`src/rtl/universal_shift_reg.sv`:
```
// universal_shift_reg
//   Parameterised universal shift register with a frame counter.
//   Supports hold, shift left/right, rotate left/right and parallel load.
//   A counter tracks shifts since the last load/clear/wrap; after the
//   WIDTH-th shift it wraps to zero and frame_done pulses for one cycle.
//
// Ports
//   clk        in   rising-edge clock
//   reset      in   asynchronous active-low reset
//   en         in   operation enable (0 = hold all state, frame_done low)
//   clr        in   synchronous clear, overrides en/mode
//   mode[2:0]  in   000 hold, 001 SL, 010 SR, 011 RL, 100 RR, 101 LD,
//                   110/111 hold
//   ser_in     in   serial input bit for SL/SR
//   par_in     in   parallel load data
//   q          out  register contents
//   ser_out    out  last bit shifted or rotated out (held on load/hold)
//   shift_cnt  out  shifts since last load, clear or frame wrap
//   frame_done out  one-cycle pulse following the WIDTH-th shift
module universal_shift_reg #(
  parameter int WIDTH = 8,
  localparam int CNT_W = $clog2(WIDTH + 1)
) (
  input  logic             clk,
  input  logic             reset,
  input  logic             en,
  input  logic             clr,
  input  logic [2:0]       mode,
  input  logic             ser_in,
  input  logic [WIDTH-1:0] par_in,
  output logic [WIDTH-1:0] q,
  output logic             ser_out,
  output logic [CNT_W-1:0] shift_cnt,
  output logic             frame_done
);

  localparam logic [2:0] MODE_HOLD = 3'b000;
  localparam logic [2:0] MODE_SL   = 3'b001;
  localparam logic [2:0] MODE_SR   = 3'b010;
  localparam logic [2:0] MODE_RL   = 3'b011;
  localparam logic [2:0] MODE_RR   = 3'b100;
  localparam logic [2:0] MODE_LD   = 3'b101;

  localparam logic [CNT_W-1:0] CNT_LAST = CNT_W'(WIDTH - 1);
  localparam logic [CNT_W-1:0] CNT_ONE  = CNT_W'(1);

  logic [WIDTH-1:0] q_nxt;
  logic             ser_out_nxt;
  logic [CNT_W-1:0] cnt_nxt;
  logic             frame_done_nxt;
  logic             is_shift;

  always_comb begin
    q_nxt          = q;
    ser_out_nxt    = ser_out;
    cnt_nxt        = shift_cnt;
    frame_done_nxt = 1'b0;
    is_shift       = 1'b0;

    if (en) begin
      case (mode)
        MODE_SL: begin
          q_nxt       = {q[WIDTH-2:0], ser_in};
          ser_out_nxt = q[WIDTH-1];
          is_shift    = 1'b1;
        end
        MODE_SR: begin
          q_nxt       = {ser_in, q[WIDTH-1:1]};
          ser_out_nxt = q[0];
          is_shift    = 1'b1;
        end
        MODE_RL: begin
          q_nxt       = {q[WIDTH-2:0], q[WIDTH-1]};
          ser_out_nxt = q[WIDTH-1];
          is_shift    = 1'b1;
        end
        MODE_RR: begin
          q_nxt       = {q[0], q[WIDTH-1:1]};
          ser_out_nxt = q[0];
          is_shift    = 1'b1;
        end
        MODE_LD: begin
          q_nxt   = par_in;
          cnt_nxt = '0;
        end
        default: begin
          // MODE_HOLD and the two spare encodings: nothing changes.
        end
      endcase
    end

    // Any shift direction advances the same frame counter; the shift that
    // completes a frame wraps the count and raises frame_done.
    if (is_shift) begin
      if (shift_cnt == CNT_LAST) begin
        cnt_nxt        = '0;
        frame_done_nxt = 1'b1;
      end else begin
        cnt_nxt = shift_cnt + CNT_ONE;
      end
    end
  end

  always_ff @(posedge clk or negedge reset) begin
    if (!reset) begin
      q          <= '0;
      ser_out    <= 1'b0;
      shift_cnt  <= '0;
      frame_done <= 1'b0;
    end else if (clr) begin
      q          <= '0;
      ser_out    <= 1'b0;
      shift_cnt  <= '0;
      frame_done <= 1'b0;
    end else begin
      q          <= q_nxt;
      ser_out    <= ser_out_nxt;
      shift_cnt  <= cnt_nxt;
      frame_done <= frame_done_nxt;
    end
  end

endmodule

```
`config.mk`:
```
export PLATFORM = sky130hd
export DESIGN_NAME = universal_shift_reg
export DESIGN_NICKNAME = d
export VERILOG_FILES = /design/src/rtl/universal_shift_reg.sv
export SDC_FILE = /design/constraint.sdc
export NUM_CORES = 1
export LEC_CHECK = 0
export BUFFER_PORTS_ARGS = -buffer_cell sky130_fd_sc_hd__clkbuf_2
export CORE_MARGIN = 2
export CORE_UTILIZATION = 54
export CTS_CLUSTER_DIAMETER = 200
export CTS_CLUSTER_SIZE = 12
export DETAILED_ROUTE_END_ITERATION = 10
export PLACE_DENSITY = 0.83
export SYNTH_ARGS = -nofsm -noshare
export SYNTH_HDL_FRONTEND = slang
export SYNTH_SLANG_ARGS = --single-unit
```
`constraint.sdc`:
```
create_clock -name clk -period 2.7 [get_ports clk]
set_clock_uncertainty 0.15 [all_clocks]
set_input_delay 0.135 -clock clk [delete_from_list [all_inputs] [get_ports clk]]
set_output_delay 0.135 -clock clk [all_outputs]
set_load 0.005 [all_outputs]
```
Word level (Yosys, flattened, before mapping)
Index checks and enable logic that the tools add are counted.

operators by class
  reduce and logical (&&, ||, !) cells = 11
  eq/ne operators = 6
  add/subtract/negate cells = 1
  muxes and demuxes = 16

operators with widths
  kind                 count
  $pmux 8 s5           1
  $mux 4               5
  $mux 8               2
  $reduce_bool 3->1    3
  $mux 1               7
  $eq 3x2->1 const B   2
  $eq 3x3->1 const B   2
  $reduce_and 2->1     3
  $reduce_bool 6->1    1
  $add 4x1->4 const B  1
  $eq 4x3->1 const B   1
  $reduce_or 2->1      2
  $reduce_or 4->1      1
  $eq 3x1->1 const B   1
  $pmux 1 s2           1
  $reduce_bool 2->1    1

word-level totals
  word-level logic and storage cells = 38
  input port bits = 16
  flip-flop bits (word level) = 14

Logic depth before layout (Yosys ltp)
  word-level depth = 6
  gate-level depth with buffers = 6
  depth with buffers taken out = 4

Worst setup path after synthesis
No wires, ideal clock.

  kind = input port to flip-flop
  start = input mode[2]
  end = register ser_out
  library setup time = 0.087 ns
  setup slack = 1.228 ns
  stages = 6
  arrival = 1.235 ns
  cell sequence = buf_6 > or3_1 > buf_6 > and3_4 > nor2b_4 > a211oi_2

on the way
  cells in the longest elaborated chain, start to end = 5
  elaborated cells between the ends (all ways) = 11
  those cells by class = eq/ne (4); mux (3); reduce/logical (4)

ends and longest elaborated chain
  element                                   RTL line  RTL
  start, declared                           28        input logic [2:0] mode,
  $eq 3x3->1, or another cell as far along  61        case (mode)
  $reduce_or 2->1 (no source line)          -
  $pmux 1 s2                                61
  $mux 1                                    60        if (en) begin
  $mux 1                                    110       end else if (clr) begin
  end signal, assigned                      117       ser_out <= ser_out_nxt;
  end, declared                             32        output logic ser_out,

Several ways; a longest one is shown, not always the timed one. The select of a mux whose other input is x is not followed.
A chain may end at the register's enable or synchronous reset.

Final worst setup path
  start = input mode[2]
  end = register shift_cnt[2]

on the way
  cells in the longest elaborated chain, start to end = 6
  elaborated cells between the ends (all ways) = 13
  those cells by class = eq/ne (5); mux (4); reduce/logical (4)

ends and longest elaborated chain
  element                                                              RTL line  RTL
  $eq 3x3->1, or another cell as far along                             61
  $reduce_or 4->1 (no source line)                                     -
  $mux 1                                                               61
  $mux 1                                                               60
  $reduce_bool 3->1 (no source line) / $mux 4 (equally long branches)  -
  $reduce_and 2->1 (no source line) / $mux 4 (equally long branches)   -
  end signal, assigned                                                 118       shift_cnt <= cnt_nxt;
  end, declared                                                        33        output logic [CNT_W-1:0] shift_cnt,

Several ways; a longest one is shown, not always the timed one.

==> flow_summary.yaml <==
sta:
  max_clock_freq_mhz: 654
  finalSetupViolCount: 0
  finalSetupTns_ns: 0
  finalCriticalPeriod_ns: 1.53
  fin_crit_sh: 0.566
  hold_viol_final: 0
  grt_setup_unrepaired: "false"
  drv_slew: 0
  tightest_slew_ns: 0.433
  slew_headroom: 0.711
  worst_slack_ns: 1.17
clock_network:
  postCtsSetupRepairBufs: 0
  cts_tree: "yes"
  clk_latency_ns: 0.28
  cts_sinks: 14
  cts_max_path_buffers: 2
  htreeDepth: 1
  cts_root_buffer: "clkbuf_4"
  clk_pin_slew_ns: 0.09
  ctsResizeCount: 0
  numCtsBuffers: 3
  cts_hold_buf: 1
critical_path:
  ff2ff_path_depth: 4
  worst_path_dominant_cell_family: "compound AO/OA/AOI/OAI gates"
  crit_chain: "clkbuf_2, or3_1, a31oi_2, o21bai_1, a21o_1"
  crit_type: "in -> reg"
  crit_start: "mode[2]"
  cp_slowest_cell: "or3_1"
  crit_arrival_ns: 1.60
  crit_path_max_fanout: 26
  end_kind: "register"
  cp.depth: 5
  worst_path_largest_cell_delay_ns: 0.58
  r2r-start: "q[2]"
  cp-start-kind: "input pin"
  critPathRequiredTime_ns: 2.77
  cp_num_buf_inv: 1
logic_synthesis:
  synthTopCellsByCount: "14 x dfrtp_1, 13 x nand2_1, 11 x o211ai_1, 11 x o21ai_0, 7 x inv_1"
  yosys_warnings: 0
  synth_top_area_frac: 0.345
  synth_seq_cells: 14
  synthCells: 117
  synth_largest_area_cell: "dfrtp_1"
  ys_seq_area_frac: 0.345
  avgSynthCellArea_sq_um: 8.68
  synth_edf_count: 0
  synth_fp_nets: 134
  synth_cell_types: 39
  ys_top_cells_by_area: "dfrtp_1 34%, o211ai_1 8.1%, o21ai_0 5.4%"
  async_reset_ff_frac: 1.00
  synth_most_common_cell: "dfrtp_1"
  synth.cell_area_sq_mm: 0.00102
  synthFlopType: "dfrtp_1"
routing:
  viasPerCell: 6.09
  first_iter_violations: 35
  final_antenna_net_count: 0
  drc_errors: 0
  drtPass1Iterations: 4
  post_drt_wl_per_cell_microns: 14.8
  routed_wl_microns: 2480
  num_vias: 1017
grt:
  grt_pass1_wl_microns: 3950
  antenna_found_initial: 0
  grt_overflow: 0
  grt_pass1_vias: 904
  grt_max_degree: 27
  grt_usage: 0.255
floorplan:
  die_h_microns: 47.4
  die-area_sq_mm: 0.00224
  die_x_microns: 47.4
  pin_count: 30
  initial_utilization: 0.582
  core_area_sq_mm: 0.00175
  rows: 15
power_and_ir_drop:
  p_leak_uw: 0.000560
  powerDensity_mw_per_mm2: 436
  seq_power_share: 0.462
  netSwitchingFraction: 0.304
  clkPwrFrac: 0.291
  p_switching_uw: 158
  peakVddDrop_mv: 0.330
  p_comb_frac: 0.246
  p_int_uw: 361
final_layout:
  final.fill_count: 159
  diodes: 0
  drive_above_1_share: 0.261
  num-nets-final: 160
  syn_to_final_growth_pct: 17.0
place:
  place_ws_ns: 0.901
  dpl.hpwl_microns: 1850
  gp_congestion: 0.856
  port_buffers: 29
min_path:
  min_path_type: "in -> reg"
  hold_path_depth: 2
  hp-start: "clr"
status:
  outcome: "finished, final reports clean"
flow_run:
  maxCapViolCount: 0
power by group through the flow:
stage               Sequential [uW]  Clock [uW]  Combinational, uW
detailed placement              243           0                126
floorplan                       239           0               85.4
global route                    241         166                143
global placement                243           0                123
finish                          240         151                128
CTS                             239         152                128
path summary, 6_finish.rpt:
path | slack, ns | end
setup / recovery | 1.17 | shift_cnt[2]
hold / removal | 0.04 | ser_out
setup reg to reg | 1.35 | q[1]
hold reg to reg | 0.39 | frame_done
max in group asynchronous | 2.00 | q[1]
min in group asynchronous | 0.14 | q[7]
stage by stage:
step                cell area, sq um  utilization  cells  power (uW)  hold slack, ns
finish                          1190        0.681    167         518          0.0388
CTS                             1190        0.681    167         519          0.0335
floorplan                       1020            -    117         325          -0.311
global route                    1190        0.681    167         550          0.0445
global placement                1140        0.654    162         365          -0.109
detailed placement              1140        0.654    162         369          -0.101
per-layer routing:
metal	routed length [microns]	share of wire	track usage
met1	1130	0.46	0.328
met5	0	0	0
met3	95	0.038	0.0615
met4	53	0.021	0.106
met2	1200	0.48	0.408
cell families after synthesis:
logic type | after synthesis | synth area share
compound gates | 54 | 0.385
simple gates | 27 | 0.140
buf+inv | 17 | 0.0788
flops | 14 | 0.345
mux | 3 | 0.0296
xor+xnor | 1 | 0.00862
fa+ha+maj | 1 | 0.0123
flip-flops by register name, summed over array words and instances, names as in the netlist:
register,flops
q,8
ser_out,1
frame_done,1
shift_cnt,4
placed cells by master (no fill, tap or decap), drive strengths merged, types with 2 or more instances in the layout:
cell	netlist	final
nand3	3	3
nand2	13	13
a31oi	7	7
inv	7	7
clkbuf	5	33
o22a	2	2
nor2b	3	3
a311oi	3	3
a2bb2oi	4	4
o31ai	2	2
a21o	4	4
dfrtp	14	14
o211ai	11	11
mux2i	3	3
nor2	2	2
o21ai	11	11
a21oi	2	2
cell type report:
cell class	count	area [sq um]	area share
multi-input combinational	86	586	0.493
sequential	14	350	0.295
timing repair buffer	30	155	0.131
clock buffer	4	36.3	0.0305
tap	25	31.3	0.0263
inverter	8	30.0	0.0253
Note: power is estimated with default switching activity, not from simulation.
